## config.mk

```make
export PLATFORM = sky130hd
export DESIGN_NAME = vga_vram_arbiter
export DESIGN_NICKNAME = d
export VERILOG_FILES = /design/src/rtl/vga_vram_arbiter.sv
export SDC_FILE = /design/constraint.sdc
export NUM_CORES = 1
export LEC_CHECK = 0
export CORE_MARGIN = 2
export CORE_UTILIZATION = 49
export CTS_BUF_LIST = sky130_fd_sc_hd__clkbuf_4
export CTS_CLUSTER_SIZE = 16
export DETAILED_ROUTE_END_ITERATION = 10
export PLACE_DENSITY = 0.95
export SLEW_MARGIN = 25
export SYNTH_ARGS = -nofsm -noshare
export SYNTH_HDL_FRONTEND = slang
export SYNTH_SLANG_ARGS = --single-unit
```

## constraint.sdc

```tcl
create_clock -name clk -period 13.8 [get_ports clk]
set_input_delay 4.14 -clock clk [delete_from_list [all_inputs] [get_ports clk]]
set_output_delay 4.14 -clock clk [all_outputs]
set_load 0.005 [all_outputs]
```

## src/rtl/vga_vram_arbiter.sv

```systemverilog
// Shares a single-port VRAM between 4x-upscaled 160x120 scanout, a writer port and a fill engine.
// Optional writer stall counter is built when VRAM_STALL_CNT_EN is defined.
module vga_vram_arbiter #(
    parameter int HBP  = 144,
    parameter int HFP  = 784,
    parameter int VBP  = 31,
    parameter int VFP  = 511,
    parameter int FB_W = 160,
    parameter int FB_H = 120,
    parameter int AW   = 15
) (
    input  logic          clk,
    input  logic          rst_n,
    input  logic [9:0]    hc,
    input  logic [9:0]    vc,
    input  logic          wr_valid,
    output logic          wr_ready,
    input  logic [AW-1:0] wr_addr,
    input  logic [11:0]   wr_data,
    input  logic          clr_start,
    input  logic [11:0]   clr_color,
    output logic          clr_busy,
    output logic          clr_done,
    output logic [AW-1:0] vram_addr,
    output logic          vram_we,
    output logic [11:0]   vram_wdata,
    input  logic [11:0]   vram_rdata,
    output logic [3:0]    red,
    output logic [3:0]    green,
    output logic [3:0]    blue,
    output logic [15:0]   stall_cnt
);
    localparam logic [AW-1:0] FB_WORDS = AW'(FB_W * FB_H);
    localparam logic [AW-1:0] LAST_WORD = AW'(FB_W * FB_H - 1);

    typedef enum logic [1:0] {IDLE, CLEAR, DONE} state_t;

    state_t        state_reg, state_next;
    logic [AW-1:0] clr_ptr_reg;
    logic [11:0]   clr_color_reg;
    logic [11:0]   pixel_reg;

    logic [9:0]    hoff, voff, xw, yw;
    logic          v_act, h_act, scan_slot, capture;
    logic [AW-1:0] scan_addr;

    // Reads are issued two clocks ahead of the pixel so the registered RAM data lines up with hc.
    assign hoff      = hc - 10'(HBP - 2);
    assign voff      = vc - 10'(VBP);
    assign xw        = hoff >> 2;
    assign yw        = voff >> 2;
    assign v_act     = (vc >= 10'(VBP)) && (vc < 10'(VFP));
    assign h_act     = (hc >= 10'(HBP)) && (hc < 10'(HFP));
    assign scan_slot = v_act && (hc >= 10'(HBP - 2)) && (hc < 10'(HFP - 2)) && (hoff[1:0] == 2'd0);
    assign capture   = v_act && (hc >= 10'(HBP - 1)) && (hc < 10'(HFP - 1)) && (hoff[1:0] == 2'd1);
    assign scan_addr = (AW'(yw) << 7) + (AW'(yw) << 5) + AW'(xw);

    always_ff @(posedge clk) begin
        if (!rst_n) begin
            state_reg <= IDLE;
        end else begin
            state_reg <= state_next;
        end
    end

    always_ff @(posedge clk) begin
        if (!rst_n) begin
            clr_ptr_reg   <= '0;
            clr_color_reg <= 12'h000;
            pixel_reg     <= 12'h000;
        end else begin
            if (state_reg == IDLE && clr_start) begin
                clr_ptr_reg   <= '0;
                clr_color_reg <= clr_color;
            end else if (state_reg == CLEAR && !scan_slot) begin
                clr_ptr_reg <= clr_ptr_reg + 1'b1;
            end
            if (capture) begin
                pixel_reg <= vram_rdata;
            end
        end
    end

    always_comb begin
        state_next = state_reg;
        case (state_reg)
            IDLE:    if (clr_start) state_next = CLEAR;
            CLEAR:   if (!scan_slot && clr_ptr_reg == LAST_WORD) state_next = DONE;
            DONE:    state_next = IDLE;
            default: state_next = IDLE;
        endcase
    end

    always_comb begin
        wr_ready   = 1'b0;
        vram_we    = 1'b0;
        vram_addr  = '0;
        vram_wdata = 12'h000;
        clr_busy   = rst_n && (state_reg == CLEAR);
        clr_done   = rst_n && (state_reg == DONE);
        if (rst_n) begin
            if (scan_slot) begin
                vram_addr = scan_addr;
            end else if (state_reg == CLEAR) begin
                vram_we    = 1'b1;
                vram_addr  = clr_ptr_reg;
                vram_wdata = clr_color_reg;
            end else if (state_reg == IDLE) begin
                wr_ready = 1'b1;
                if (wr_valid) begin
                    // Out-of-range writes still handshake but never reach the RAM.
                    vram_we    = (wr_addr < FB_WORDS);
                    vram_addr  = wr_addr;
                    vram_wdata = wr_data;
                end
            end
        end
    end

    assign {red, green, blue} = (rst_n && h_act && v_act) ? pixel_reg : 12'h000;

`ifdef VRAM_STALL_CNT_EN
    logic [15:0] stall_cnt_reg;

    always_ff @(posedge clk) begin
        if (!rst_n) begin
            stall_cnt_reg <= 16'h0000;
        end else if (wr_valid && !wr_ready && stall_cnt_reg != 16'hFFFF) begin
            stall_cnt_reg <= stall_cnt_reg + 16'd1;
        end
    end

    assign stall_cnt = stall_cnt_reg;
`else
    assign stall_cnt = 16'h0000;
`endif

endmodule

```

## Word-level counts from Yosys, hierarchy flattened

Index checks and enable logic that the tools add are counted.

- Bits in registers: 41
- Output and inout port bits: 59
- Word-level logic and storage cells: 68

- Add/subtract/negate cells: 5
- Magnitude comparators: 9
- Eq/ne operators: 6
- Mux-type cells: 23
- Bitwise gates (word level): 1
- Reductions and logical operators: 20

Operators with widths:

| cell | count |
|---|---|
| $mux 15 | 5 |
| $mux 12 | 6 |
| $ge 10x8->1 const B | 3 |
| $lt 10x10->1 const B | 3 |
| $add 15x1->15 const B | 1 |
| $add 15x13->15 | 1 |
| $add 15x8->15 | 1 |
| $eq 15x15->1 const B | 1 |
| $logic_and 1x1->1 | 15 |
| $lt 15x15->1 const B | 1 |
| $ge 10x5->1 const B | 1 |
| $lt 10x9->1 const B | 1 |
| $sub 10x5->10 const B | 1 |
| $sub 10x8->10 const B | 1 |
| $mux 1 | 9 |
| $eq 2x1->1 const B | 2 |
| $logic_not 2->1 | 2 |
| $mux 2 | 2 |
| $pmux 2 s2 | 1 |
| $eq 2x2->1 const B | 1 |
| $ne 2x1->1 const B | 1 |
| $ne 2x2->1 const B | 1 |
| $reduce_and 2->1 | 1 |
| $reduce_or 2->1 | 1 |
| 2 further kinds | 2 |

## Depth between registers and ports, before layout

- Word-level depth: 9
- Mapped depth: 13

## Least setup slack after synthesis

No wires, ideal clock.

- Kind: input to output
- Start: input port hc[1]
- End: output port vram_addr[14]
- Data arrival time: 6.673 ns
- Required time: 9.660 ns
- Setup slack: 2.987 ns
- Stages: 12
- Path buffers: 0
- Cell sequence: ha_1 -> and2_1 -> nand2b_1 -> a21oi_1 -> xnor2_1 -> fa_1 -> fa_1 -> nor2b_1 -> o2111ai_1 -> a31oi_1 -> nand4b_1 -> a21boi_0

- Word-level cells in the longest chain between the ends: 6
- Elaborated cells on any way between the ends: 10
- Classes of those cells: add/sub (2); order compare (2); mux (2); reduce/logical (4)

Ends and longest elaborated chain:

| what | RTL line | RTL |
|---|---|---|
| start, declared | 14 | `input logic [9:0] hc,` |
| parallel branches: the longest is 4 deep, another holds $add 15x8->15 | n/a |  |
| $mux 15 (*) | 102 | `if (scan_slot) begin` |
| $mux 15 (*) | 101 | `if (rst_n) begin` |
| end, declared | 24 | `output logic [AW-1:0] vram_addr,` |

Mark *: on every way between the ends.

## Worst setup path after layout

Ends and elaborated chain as after synthesis.

==> PnR_summary.wiki <==
{| class="wikitable"
! Metric !! Value
|-
| Worst slew margin relative to its limit || 29.41%
|-
| Final layout net count || 619
|-
| Achievable Freq || 0.08298 GHz
|-
| Total wire length || around 9800 µm
|-
| Kind of critical path || in2out
|-
| Max Buffers Root-to-Sink || 2
|-
| Most used standard cells in the synthesized netlist || sky130_fd_sc_hd__dfxtp_1 (41), sky130_fd_sc_hd__nand2_1 (31), sky130_fd_sc_hd__a21oi_1 (29)
|-
| Resized Gates After CTS || 0
|-
| Global-route track usage on met3 || 3.412%
|-
| Setup slack of the most critical reg-to-reg path || between 10 and 15 ns
|-
| First-pass GRT wire length || 14980 µm
|-
| Element type at the critical path start || input port
|-
| Required time worst endpoint || 9.66 ns
|-
| Leading post-synthesis cells by cell area || sky130_fd_sc_hd__dfxtp_1 (24%), sky130_fd_sc_hd__ha_1 (6.3%), sky130_fd_sc_hd__mux2i_1 (4.7%)
|-
| Antenna Violating Nets Remaining || 0
|-
| Start point of the critical path || hc[1]
|-
| DP Wirelength || 7545 µm
|-
| Max Slew Vio Count || 0
|-
| Worst hold stages || 2
|-
| Flip-flop count of the largest register after layout || 15
|-
| CTS sink cnt || 41
|-
| Aggregate negative setup slack || 0 ns
|-
| Worst Reg2Reg Path Length in Cells || 5
|-
| Die Span Y || 87.30 µm
|-
| Starting density of the core || between 50 and 60%
|-
| Final worst-path cycle share || roughly 87%
|-
| Min Tclk post-route || 12.05 ns
|-
| Sum of buffers and inverters on the critical path || 2
|-
| Number of buffers inserted by post-CTS setup repair || 0
|-
| Maximum fanout encountered on the critical timing path || 4
|-
| CP endpoint kind || output port
|-
| Hold-fix buffer count after cts || 0
|-
| Routability cong. || 0.9327
|-
| Worst hold path class || reg2reg
|-
| Static Leakage || 1.743 nW
|-
| Startpoint of the worst register-to-register path || state_reg[0]$_SDFFE_PN0P_
|-
| Leftover overflow at the end of global routing || 0
|-
| Power per unit of standard cell area || slightly above 70 nW/µm²
|-
| Top-count cell post-synth || sky130_fd_sc_hd__dfxtp_1
|-
| Average cell area after synthesis || 7.999 µm²
|-
| Max rail drop VDD || 58.88 µV
|-
| Post-synthesis to final-layout area growth || 35.52%
|-
| Global route hottest layer || met2
|-
| Sequential element share of the synthesized area || roughly a quarter
|-
| Dominant register cell in the synthesized netlist || sky130_fd_sc_hd__dfxtp_1
|-
| Global routing usage on met2 || 44.83%
|-
| Share of post-route cells with drive strength above 1 || 5.323%
|-
| Synth async-reset ratio || 0%
|-
| Number of global-route vias before repair || 3296
|-
| Std-Cell Rows || 30
|-
| Num CTS Buffers || 5
|-
| Post-route standard cell area excluding fillers || between 4000 and 5000 µm²
|-
| I/O Pins || 134
|-
| Final standard cell utilization of the core || 68.19%
|-
| Worst Tran Pin Value || 1.058 ns
|-
| Fin Hold WS || 0.4896 ns
|-
| Yosys synthesis warning count || 0
|-
| Pin count of the biggest net entering global routing || 32
|-
| Register bit count reported by yosys || 41
|-
| Overall die area || 7620 µm²
|-
| Average wire length per cell after detail routing || 16.14 µm
|-
| Highest-delay cell along the critical path || sky130_fd_sc_hd__clkdlybuf4s50_1
|-
| Number of antenna cells inserted || 0
|-
| RSZ-0062 raised after global routing || false
|-
| Critical Path, Cell by Cell || clkdlybuf4s50_1, ha_1, and2_1, nand2b_1, a21oi_1, xnor2_1, fa_1, fa_1, nor2b_1, o2111ai_1, a31oi_1, nand4b_1, a21boi_0, clkdlybuf4s50_1
|-
| Global-route usage over all layers || 24.39%
|-
| Max stage delay on crit path || 0.54 ns
|-
| Cell area after technology mapping || ~3400 µm²
|-
| Post-placement cell area || 4518 µm²
|-
| Status || finished clean
|-
| Synth top area share || 24.14%
|-
| Total via count after detailed routing || about 3.6k
|-
| Placeable core region || approximately 6800 µm²
|-
| Antenna violations before repair || 0
|-
| DRC viols || 0
|-
| Clock Latency Late Sink || 0.37 ns
|-
| Iteration count of the initial detailed-routing pass || 7
|-
| Detailed router's first-iteration violation count || between 200 and 250
|-
| Cell type with the largest total area after synthesis || sky130_fd_sc_hd__dfxtp_1
|-
| Maxcap violations || 0
|-
| Die Width || around 87 µm
|-
| CTS tree || yes
|-
| Critical hold path startpoint || clr_ptr_reg[5]$_SDFFE_PP0P_
|-
| Crit path DAT || 7.91 ns
|-
| Number of buffers inserted by port buffering || around 120
|-
| Root buf cell || sky130_fd_sc_hd__clkbuf_4
|-
| CTS HTree Levels || 2
|-
| Via-to-Cell Ratio || 5.906
|-
| Post-Synthesis Cells || about 430
|-
| Number of stages on the worst setup path || 14
|-
| Met1 global-route usage || roughly 30%
|-
| Final Hold Fails || 0
|-
| Worst-case clock skew || 0.01802 ns
|-
| Final setup fails || 0
|-
| Number of synthesized flops with an enable pin || 0
|-
| Family with the most delay on the worst path || adder cells
|-
| Count of cell types in the netlist || 57
|-
| Clock-pin slew on the worst setup and hold paths || 0.13 ns
|}
[logic make-up (layout without fill, tap and decap cells)]
logic type	count (synthesis)	count (layout)	synth area share (%)
flops	41	41	24.14
buf+inv	56	142	9.054
other cells	1	16	0.1103
mux	16	16	4.711
simple gates	149	149	23.67
xor+xnor	18	18	4.637
fa+ha+maj	19	19	7.435
compound gates	125	125	26.24
[worst paths after layout]
check	to
max	vram_addr[14]
min reg2reg	clr_ptr_reg[5]$_SDFFE_PP0P_
min	clr_ptr_reg[5]$_SDFFE_PP0P_
max reg2reg	clr_ptr_reg[11]$_SDFFE_PP0P_
[cells in the final DEF, fill, tap and decap left out, drive strengths merged, types with 3 or more instances in the layout]
master,count
clkdlybuf4s50,117
a22o,12
a21oi,30
xnor2,11
o21ai,19
buf,6
nand3,22
xor2,7
and4,3
o2111ai,3
a222oi,7
dfxtp,41
a21boi,16
o21bai,3
a22oi,20
clkbuf,5
nor2,18
nand2,31
nor2b,5
nand4,9
nor3b,3
mux2i,16
nor3,8
inv,11
and3,6
nand2b,19
and2,16
ha,17
conb,16
[per-layer routing]
layer / wire length, µm / part of all wire [%]
met5: 0 / 0
met4: 128 / 1.3
met3: 650 / 6.6
met2: 5154 / 53
met1: 3848 / 39
[cell type report]
type	instances	area, µm²
Multi-Input combinational cell	343	2345
Fill cell	558	2150
Timing Repair Buffer	123	1216
Sequential cell	41	820.8
Tap cell	80	100.1
Clock inverter	3	46.29
Inverter	11	41.29
Clock buffer	5	37.54
[power breakdown]
| part | leakage [nW] | internal [W] | total [W] | switching (W) |
|---|---|---|---|---|
| clock | 0.0414 | 0.0000383 | 0.0000817 | 0.0000433 |
| combinational | 1.37 | 0.0000629 | 0.000122 | 0.0000588 |
| sequential | 0.333 | 0.000122 | 0.000126 | 0.00000351 |
| total | 1.74 | 0.000224 | 0.000329 | 0.000106 |
[per-stage QoR]
stage	total power [W]	setup WS [ns]	cells
floorplan	0.0002004	2.987	440
global placement	0.0002467	1.826	598
detailed placement	0.0002484	1.775	598
CTS	0.0003307	1.765	606
global route	0.0003489	1.515	606
finish	0.0003294	1.749	606
[tightest hold or removal path: cells and delay by family, from the launching register on]
kind             cells  cell delay [ns]
DFF                  1             0.35
and+or+nand+nor      1             0.06
muxes                1             0.05
Note: power is estimated with default switching activity, not from simulation.
